<file path="config.mk">
export PLATFORM = sky130hd
export DESIGN_NAME = bp_update_ctrl
export DESIGN_NICKNAME = d
export VERILOG_FILES = /design/src/rtl/bp_update_ctrl_pkg.sv /design/src/rtl/bp_upd_fifo.sv /design/src/rtl/bp_update_ctrl.sv
export SDC_FILE = /design/constraint.sdc
export NUM_CORES = 1
export LEC_CHECK = 0
export CORE_UTILIZATION = 40
export CTS_CLUSTER_DIAMETER = 120
export DETAILED_ROUTE_END_ITERATION = 7
export PLACE_DENSITY = 0.73
export SLEW_MARGIN = 20
export SYNTH_ARGS = -nofsm -noshare
export SYNTH_HDL_FRONTEND = slang
export SYNTH_SLANG_ARGS = --single-unit
</file>
<file path="constraint.sdc">
create_clock -name clk -period 8.8 [get_ports clk]
set_input_delay 2.64 -clock clk [delete_from_list [all_inputs] [get_ports clk]]
set_output_delay 2.64 -clock clk [all_outputs]
set_load 0.005 [all_outputs]
</file>
<file path="src/rtl/bp_update_ctrl_pkg.sv">
// Shared definitions for the branch-predictor update controller.
// Latency: n/a (types, constants and helpers only).
// Backpressure: n/a.
//
// Holds the control-instruction kind codes, the default table geometry,
// the controller FSM state encoding and a kind-qualification helper.
package bp_update_ctrl_pkg;

    localparam int IDX_W_DEF      = 7;
    localparam int TAG_W_DEF      = 8;
    localparam int FIFO_DEPTH_DEF = 4;

    localparam logic [1:0] KIND_BR  = 2'b01;
    localparam logic [1:0] KIND_JMP = 2'b10;

    typedef enum logic [1:0] {
        ST_WAIT = 2'd0,
        ST_INIT = 2'd1,
        ST_RUN  = 2'd2
    } bp_state_t;

    // Only branches and jumps train the tables; every other code is ignored.
    function automatic logic kind_valid(input logic [1:0] kind);
        return (kind == KIND_BR) || (kind == KIND_JMP);
    endfunction

endpackage

</file>
<file path="src/rtl/bp_upd_fifo.sv">
// Synchronous FIFO buffering predictor training writes.
// Latency: a pushed entry is visible on pop_dat the cycle after the push.
// Backpressure: push ignored while full, pop ignored while empty.
//
// Ports: clk/rst_n (async active-low), push/push_dat, pop/pop_dat, full, empty.
// Pointers carry one extra wrap bit so full and empty are distinguishable
// when the index bits match.
module bp_upd_fifo #(
    parameter int WIDTH = 8,
    parameter int DEPTH = 4
) (
    input  logic             clk,
    input  logic             rst_n,
    input  logic             push,
    input  logic [WIDTH-1:0] push_dat,
    input  logic             pop,
    output logic [WIDTH-1:0] pop_dat,
    output logic             full,
    output logic             empty
);

    localparam int PTR_W = (DEPTH > 1) ? $clog2(DEPTH) : 1;

    logic [WIDTH-1:0] mem [DEPTH];
    logic [PTR_W:0]   wr_ptr;
    logic [PTR_W:0]   rd_ptr;
    logic             do_push;
    logic             do_pop;

    assign empty   = (wr_ptr == rd_ptr);
    assign full    = (wr_ptr[PTR_W] != rd_ptr[PTR_W]) &&
                     (wr_ptr[PTR_W-1:0] == rd_ptr[PTR_W-1:0]);
    assign do_push = push && !full;
    assign do_pop  = pop && !empty;
    assign pop_dat = mem[rd_ptr[PTR_W-1:0]];

    always_ff @(posedge clk or negedge rst_n) begin
        if (!rst_n) begin
            wr_ptr <= '0;
            rd_ptr <= '0;
        end else begin
            if (do_push) wr_ptr <= wr_ptr + 1'b1;
            if (do_pop)  rd_ptr <= rd_ptr + 1'b1;
        end
    end

    // Storage needs no reset: nothing is read until a push has written it.
    always_ff @(posedge clk) begin
        if (do_push) mem[wr_ptr[PTR_W-1:0]] <= push_dat;
    end

endmodule

</file>
<file path="src/rtl/bp_update_ctrl.sv">
// Branch predictor update controller: mispredict redirect, training FIFO, post-reset table clear.
// Latency: redirect same cycle as ex_valid; queued update reaches upd_* one cycle or more later.
// Backpressure: stall_req when the FIFO is full or before init starts; upd_* held while upd_we & ~upd_ready.
//
// Ports: clk, rst_n (async active-low); ex_* resolved control instruction from EX;
// redirect/redirect_pc to fetch; stall_req to EX; init_busy to fetch;
// upd_* table write port with upd_ready handshake.
// Optional macro PRED_STATS_EN adds branch_cnt/mispred_cnt statistics outputs.
module bp_update_ctrl
    import bp_update_ctrl_pkg::*;
#(
    parameter int IDX_W      = IDX_W_DEF,
    parameter int TAG_W      = TAG_W_DEF,
    parameter int FIFO_DEPTH = FIFO_DEPTH_DEF
) (
    input  logic             clk,
    input  logic             rst_n,
    input  logic             ex_valid,
    input  logic [1:0]       ex_kind,
    input  logic [31:0]      ex_pc,
    input  logic             ex_taken,
    input  logic [31:0]      ex_target,
    input  logic [31:0]      ex_pred_pc,
    output logic             redirect,
    output logic [31:0]      redirect_pc,
    output logic             stall_req,
    output logic             init_busy,
    output logic             upd_we,
    input  logic             upd_ready,
    output logic             upd_clear,
    output logic [IDX_W-1:0] upd_idx,
    output logic [TAG_W-1:0] upd_tag,
    output logic [1:0]       upd_kind,
    output logic             upd_taken,
    output logic [31:0]      upd_target
`ifdef PRED_STATS_EN
    ,
    output logic [31:0]      branch_cnt,
    output logic [31:0]      mispred_cnt
`endif
);

    typedef struct packed {
        logic [IDX_W-1:0] idx;
        logic [TAG_W-1:0] tag;
        logic [1:0]       kind;
        logic             taken;
        logic [31:0]      target;
    } upd_ent_t;

    localparam int ENT_W = $bits(upd_ent_t);

    bp_state_t        state;
    logic [IDX_W-1:0] sweep_cnt;

    logic             vld_kind;
    logic [31:0]      pc_plus4;
    logic [31:0]      actual_pc;
    logic             mispredict;
    logic             fifo_full;
    logic             fifo_empty;
    logic             fifo_push;
    logic             fifo_pop;
    upd_ent_t         push_ent;
    upd_ent_t         head_ent;
    logic [ENT_W-1:0] head_dat;
    logic             sweep_last;

    // ------------------------------------------------------------------
    // Resolution and mispredict detection
    // ------------------------------------------------------------------
    assign vld_kind   = ex_valid && kind_valid(ex_kind);
    assign pc_plus4   = ex_pc + 32'd4;
    assign actual_pc  = ((ex_kind == KIND_JMP) || ex_taken) ? ex_target : pc_plus4;
    assign mispredict = vld_kind && (actual_pc != ex_pred_pc);

    // Before the first post-reset edge nothing can be captured, so EX is held.
    assign stall_req   = vld_kind && (fifo_full || (state == ST_WAIT));
    // A stalled instruction will re-present next cycle; redirect only once.
    assign redirect    = mispredict && !stall_req && (state != ST_WAIT);
    assign redirect_pc = actual_pc;
    assign init_busy   = (state != ST_RUN);

    // ------------------------------------------------------------------
    // Training FIFO
    // ------------------------------------------------------------------
    assign fifo_push       = vld_kind && !fifo_full && (state != ST_WAIT);
    assign push_ent.idx    = ex_pc[IDX_W-1:0];
    assign push_ent.tag    = ex_pc[IDX_W+TAG_W-1:IDX_W];
    assign push_ent.kind   = ex_kind;
    assign push_ent.taken  = ex_taken;
    assign push_ent.target = ex_target;

    // Only the RUN phase drains the queue; during the sweep it only fills.
    assign fifo_pop = (state == ST_RUN) && !fifo_empty && upd_ready;
    assign head_ent = upd_ent_t'(head_dat);

    bp_upd_fifo #(
        .WIDTH (ENT_W),
        .DEPTH (FIFO_DEPTH)
    ) u_fifo (
        .clk      (clk),
        .rst_n    (rst_n),
        .push     (fifo_push),
        .push_dat (push_ent),
        .pop      (fifo_pop),
        .pop_dat  (head_dat),
        .full     (fifo_full),
        .empty    (fifo_empty)
    );

    // ------------------------------------------------------------------
    // FSM and clear-sweep counter
    // ------------------------------------------------------------------
    assign sweep_last = (sweep_cnt == {IDX_W{1'b1}});

    always_ff @(posedge clk or negedge rst_n) begin
        if (!rst_n) begin
            state     <= ST_WAIT;
            sweep_cnt <= '0;
        end else begin
            case (state)
                ST_WAIT: state <= ST_INIT;
                ST_INIT: begin
                    if (upd_ready) begin
                        sweep_cnt <= sweep_cnt + 1'b1;
                        if (sweep_last) state <= ST_RUN;
                    end
                end
                ST_RUN:  state <= ST_RUN;
                default: state <= ST_WAIT;
            endcase
        end
    end

    // ------------------------------------------------------------------
    // Write-port arbitration: sweep owns the port in INIT, FIFO in RUN.
    // Both sources only change on an accepted write, so upd_* hold while
    // the predictor is not ready.
    // ------------------------------------------------------------------
    always_comb begin
        upd_we     = 1'b0;
        upd_clear  = 1'b0;
        upd_idx    = '0;
        upd_tag    = '0;
        upd_kind   = 2'b00;
        upd_taken  = 1'b0;
        upd_target = '0;
        case (state)
            ST_INIT: begin
                upd_we    = 1'b1;
                upd_clear = 1'b1;
                upd_idx   = sweep_cnt;
            end
            ST_RUN: begin
                if (!fifo_empty) begin
                    upd_we     = 1'b1;
                    upd_idx    = head_ent.idx;
                    upd_tag    = head_ent.tag;
                    upd_kind   = head_ent.kind;
                    upd_taken  = head_ent.taken;
                    upd_target = head_ent.target;
                end
            end
            default: ;
        endcase
    end

`ifdef PRED_STATS_EN
    // ------------------------------------------------------------------
    // Statistics (wrap-around)
    // ------------------------------------------------------------------
    always_ff @(posedge clk or negedge rst_n) begin
        if (!rst_n) begin
            branch_cnt  <= '0;
            mispred_cnt <= '0;
        end else begin
            if (fifo_push) branch_cnt  <= branch_cnt + 32'd1;
            if (redirect)  mispred_cnt <= mispred_cnt + 32'd1;
        end
    end
`endif

endmodule

</file>
==> out/results.md <==
| Metric | Reported |
|---|---|
| Run status | finished clean |
| Number of failing hold endpoints at the final stage | 0 |
| 1st-pass router iterations | 5 |
| Crit path capture type | primary output |
| Worst path bufs/invs | 3 |
| Final setup vio count | 0 |
| Residual DRC | 0 |
| Pin count of the biggest net entering global routing | 53 |
| Largest stage delay, worst path | 0.56 ns |
| Crit path kind | input pin to primary output |
| Library cell with the largest summed area after synthesis | sky130_fd_sc_hd__edfxtp_1 |
| Top achievable clock speed | 118 MHz |
| Boundary pin count | 190 |
| Total routing resource utilization after global routing | 21.3% |
| Hpwl dp | 20100 µm |
| Total negative slack | 0 ns |
| Filler cells | 2148 |
| Number of synthesized flops with an enable pin | 200 |
| Die outline area | 26700 µm² |
| Global route overflow | 0 |
| Insertion delay to the later sink of the worst-skew pair | 0.50 ns |
| Part of the Yosys area used for sequential elements | 61.2% |
| RSZ-0062 raised after global routing | no |
| Fraction of post-synthesis cell area in the top cell type by area | 57.6% |
| Crit Path Max Fanout | 6 |
| DR iter-0 viols | 628 |
| Fin worst setup slack | 0.316 ns |
| Period utilization | 96.4% |
| Routed Antenna Nets | 0 |
| M3 GR Usage | 3.35% |
| Number of distinct standard cells referenced by the synthesized netlist | 60 |
| # port buffers | 189 |
| Die Span X | 163 µm |
| Per-cell via count in the routed design | 5.36 |
| Setup fix buffers added after clock tree synthesis | 0 |
| Total net switching power | 0.954 mW |
| CTS H-tree depth | 1 |
| Met2 usage in global routing | 34.4% |
| Most frequent cells after synthesis | sky130_fd_sc_hd__edfxtp_1 (200), sky130_fd_sc_hd__nand2_1 (55), sky130_fd_sc_hd__and2_1 (50), sky130_fd_sc_hd__mux4_2 (50), sky130_fd_sc_hd__xor2_1 (42) |
| Post-synthesis net count | 837 |
| GPL Wtd Cong | 0.877 |
| Clock tree from TritonCTS | built |
| Fraction of final layout cells with drive strength greater than 1 | 15.2% |
| Routed Wire Length | 28200 µm |
| Transition time at the pin with the least slew margin | 0.978 ns |
| IR drop worst, VDD | 0.000172 V |
| Top FF cell, synth | sky130_fd_sc_hd__edfxtp_1 |
| Critical path required time | 6.16 ns |
| Number of cells produced by synthesis | 722 |
| Standard-cell row count | 58 |
| Number of global-route vias before repair | 6991 |
| Area of the core | 25400 µm² |
| CTS Buf Count | 23 |
| Data arrival, critical path | 5.84 ns |
| Post-layout nets | 1064 |
| Fraction of power consumed by sequential logic | 38.8% |
| Most used routing layer | met2 |
| Remaining max-slew budget at the tightest pin | 34.8% |
| Worst clock skew on the final layout | 0.00909 ns |
| Synth area leaders | sky130_fd_sc_hd__edfxtp_1 (58%), sky130_fd_sc_hd__mux4_2 (11%), sky130_fd_sc_hd__dfrtp_1 (3.6%) |
| Final critical-path required period | 8.48 ns |
| Relative contribution of the clock network to total power | 27.0% |
| Clk root buf | sky130_fd_sc_hd__clkbuf_16 |
| Slowest cell on crit path | sky130_fd_sc_hd__clkdlybuf4s50_1 |
| Wire per inst | 21.8 µm |
| Critical Path Source Type | input pin |
| Die height | 163 µm |
| Reported leakage power | 4.62 nW |
| Avg Inst Size Synth | 14.4 µm² |
| Count leader, synth | sky130_fd_sc_hd__edfxtp_1 |
| Synthesized cell area | 10400 µm² |
| Maximum buffer depth of the clock tree | 3 |
| Count of clock tree sinks | 215 |
| DR vias | 6952 |
| Met1 Track Usage GR | 29.8% |
| Max-cap violations | 0 |
| Logic gate share of total power | 34.1% |
| Clock Pin Slew Worst Setup and Hold Paths | 0.06 ns |
| P&R area growth vs syn | 31.3% |
| Hold Path Class | flop to flop |
| Net switching fraction of the power | 28.4% |
| Power density over the cells | 246 nW/µm² |
| Crit-path cells | clkdlybuf4s50_1 -> xor2_1 -> a2111oi_0 -> buf_4 -> o2111ai_1 -> o22ai_1 -> nand4_1 -> nor4_1 -> nand4_1 -> o31a_1 -> clkdlybuf4s50_1 |
| Post-placement worst setup slack | -0.00858 ns |
| Max-slew violation total from the final report | 0 |
| Number of warnings reported in the yosys synthesis log | 0 |
| Worst hold margin | 0.486 ns |
| Initial Util | 41.0% |
| Post-synthesis register bit count | 215 |
| Cell-internal power | 2.41 mW |
| Number of antenna violations at the first check in global routing | 2 |
| CP delay by family, top | buffers and inverters |
| Proportion of register bits with asynchronous set or reset after synthesis | 6.98% |
| First-pass GRT wire length | 41900 µm |
-- cell families (layout without fill, tap and decap cells) --
family	count (synthesis)	in the layout	synth area share [%]
compound gates	92	92	5.75
xor+xnor	83	83	6.98
fa+ha+maj	12	12	1.44
buf+inv	52	295	2.14
flops	215	215	61.2
mux	53	53	11.1
other cells	0	2	0
simple gates	215	215	11.3
-- per-stage QoR --
step                power, mW  utilization (%)  instance area [µm²]  cells
global route             3.54             53.9                13700   1296
detailed placement       2.49             51.0                13000   1254
global placement         2.48             51.0                13000   1254
finish                   3.36             53.9                13700   1297
CTS                      3.40             53.8                13700   1295
floorplan                1.95                -                10400    722
-- state kept, by name, indices dropped and copies added (netlist names) --
signal         count
state              2
sweep_cnt          7
u_fifo.mem       200
u_fifo.rd_ptr      3
u_fifo.wr_ptr      3
-- path summary, 6_finish.rpt --
kind / from / end / slack, ns / cells past startpoint
setup / recovery: ex_target[12] / redirect / 0.32 / 11
hold / removal: u_fifo.wr_ptr[2] / u_fifo.wr_ptr[2] / 0.49 / 1
setup reg to reg: u_fifo.rd_ptr[0] / u_fifo.mem[2][1] / 6.18 / 5
hold reg to reg: u_fifo.wr_ptr[2] / u_fifo.wr_ptr[2] / 0.49 / 1
max in group asynchronous: rst_n / u_fifo.rd_ptr[0] / 5.76 / 1
min in group asynchronous: rst_n / sweep_cnt[6] / 2.55 / 1
-- layout by cell type, fill, tap and decap left out, types with 3 or more instances in the layout --
master,synthesis,layout
sky130_fd_sc_hd__nor4_1,8,7
sky130_fd_sc_hd__clkdlybuf4s50_1,0,188
sky130_fd_sc_hd__and4_1,3,3
sky130_fd_sc_hd__and2_4,0,4
sky130_fd_sc_hd__mux4_2,50,50
sky130_fd_sc_hd__a21oi_1,7,7
sky130_fd_sc_hd__xor2_1,42,42
sky130_fd_sc_hd__a211oi_1,3,3
sky130_fd_sc_hd__clkbuf_1,25,5
sky130_fd_sc_hd__nand4_1,15,15
sky130_fd_sc_hd__nor3_1,9,9
sky130_fd_sc_hd__ha_1,12,12
sky130_fd_sc_hd__a22oi_1,8,8
sky130_fd_sc_hd__nand2b_1,4,4
sky130_fd_sc_hd__nand2_1,55,55
sky130_fd_sc_hd__a2111oi_0,3,3
sky130_fd_sc_hd__buf_4,0,49
sky130_fd_sc_hd__and3_1,5,5
sky130_fd_sc_hd__inv_1,16,16
sky130_fd_sc_hd__o2111ai_1,3,3
sky130_fd_sc_hd__o21ai_0,39,39
sky130_fd_sc_hd__clkbuf_16,0,23
sky130_fd_sc_hd__a31oi_1,5,5
sky130_fd_sc_hd__nor2b_1,16,16
sky130_fd_sc_hd__xnor2_1,41,41
sky130_fd_sc_hd__edfxtp_1,200,200
sky130_fd_sc_hd__clkinv_1,0,9
sky130_fd_sc_hd__dfrtp_1,15,13
sky130_fd_sc_hd__and2_1,50,46
sky130_fd_sc_hd__nor2_1,19,18
sky130_fd_sc_hd__nand3_1,15,15
sky130_fd_sc_hd__o22ai_1,4,4
-- metal layers --
layer  vias to the layer above  wire length (µm)
met5                         -                 0
met2                       278             13700
met3                        43              1970
met4                         0               666
li1                       3223                 -
met1                      3408             11900
-- timing repair --
item	CTS	global route
setup endpoints to repair	1	1
hold buffers	0	0
resized for setup	1	3
pin swaps	0	1
cloned	0	0
-- cell type report --
cell class / count / area, µm² / share of cell area (%)
clock inverters: 13 / 110 / 0.805
diodes: 2 / 5.00 / 0.0366
multi-input cells: 455 / 3850 / 28.1
flip-flops and latches: 215 / 6390 / 46.7
clock buffers: 28 / 594 / 4.34
repair buffers: 238 / 2260 / 16.5
well taps: 330 / 413 / 3.02
inverters: 16 / 60.1 / 0.439
-- power groups by stage --
stage | Sequential, mW | Clock, mW | Combinational (mW)
global placement | 1.32 | 0 | 1.16
CTS | 1.31 | 0.924 | 1.17
detailed placement | 1.33 | 0 | 1.16
floorplan | 1.31 | 0 | 0.641
global route | 1.32 | 0.963 | 1.26
finish | 1.31 | 0.910 | 1.15
Power figures use the tool's default switching activity.
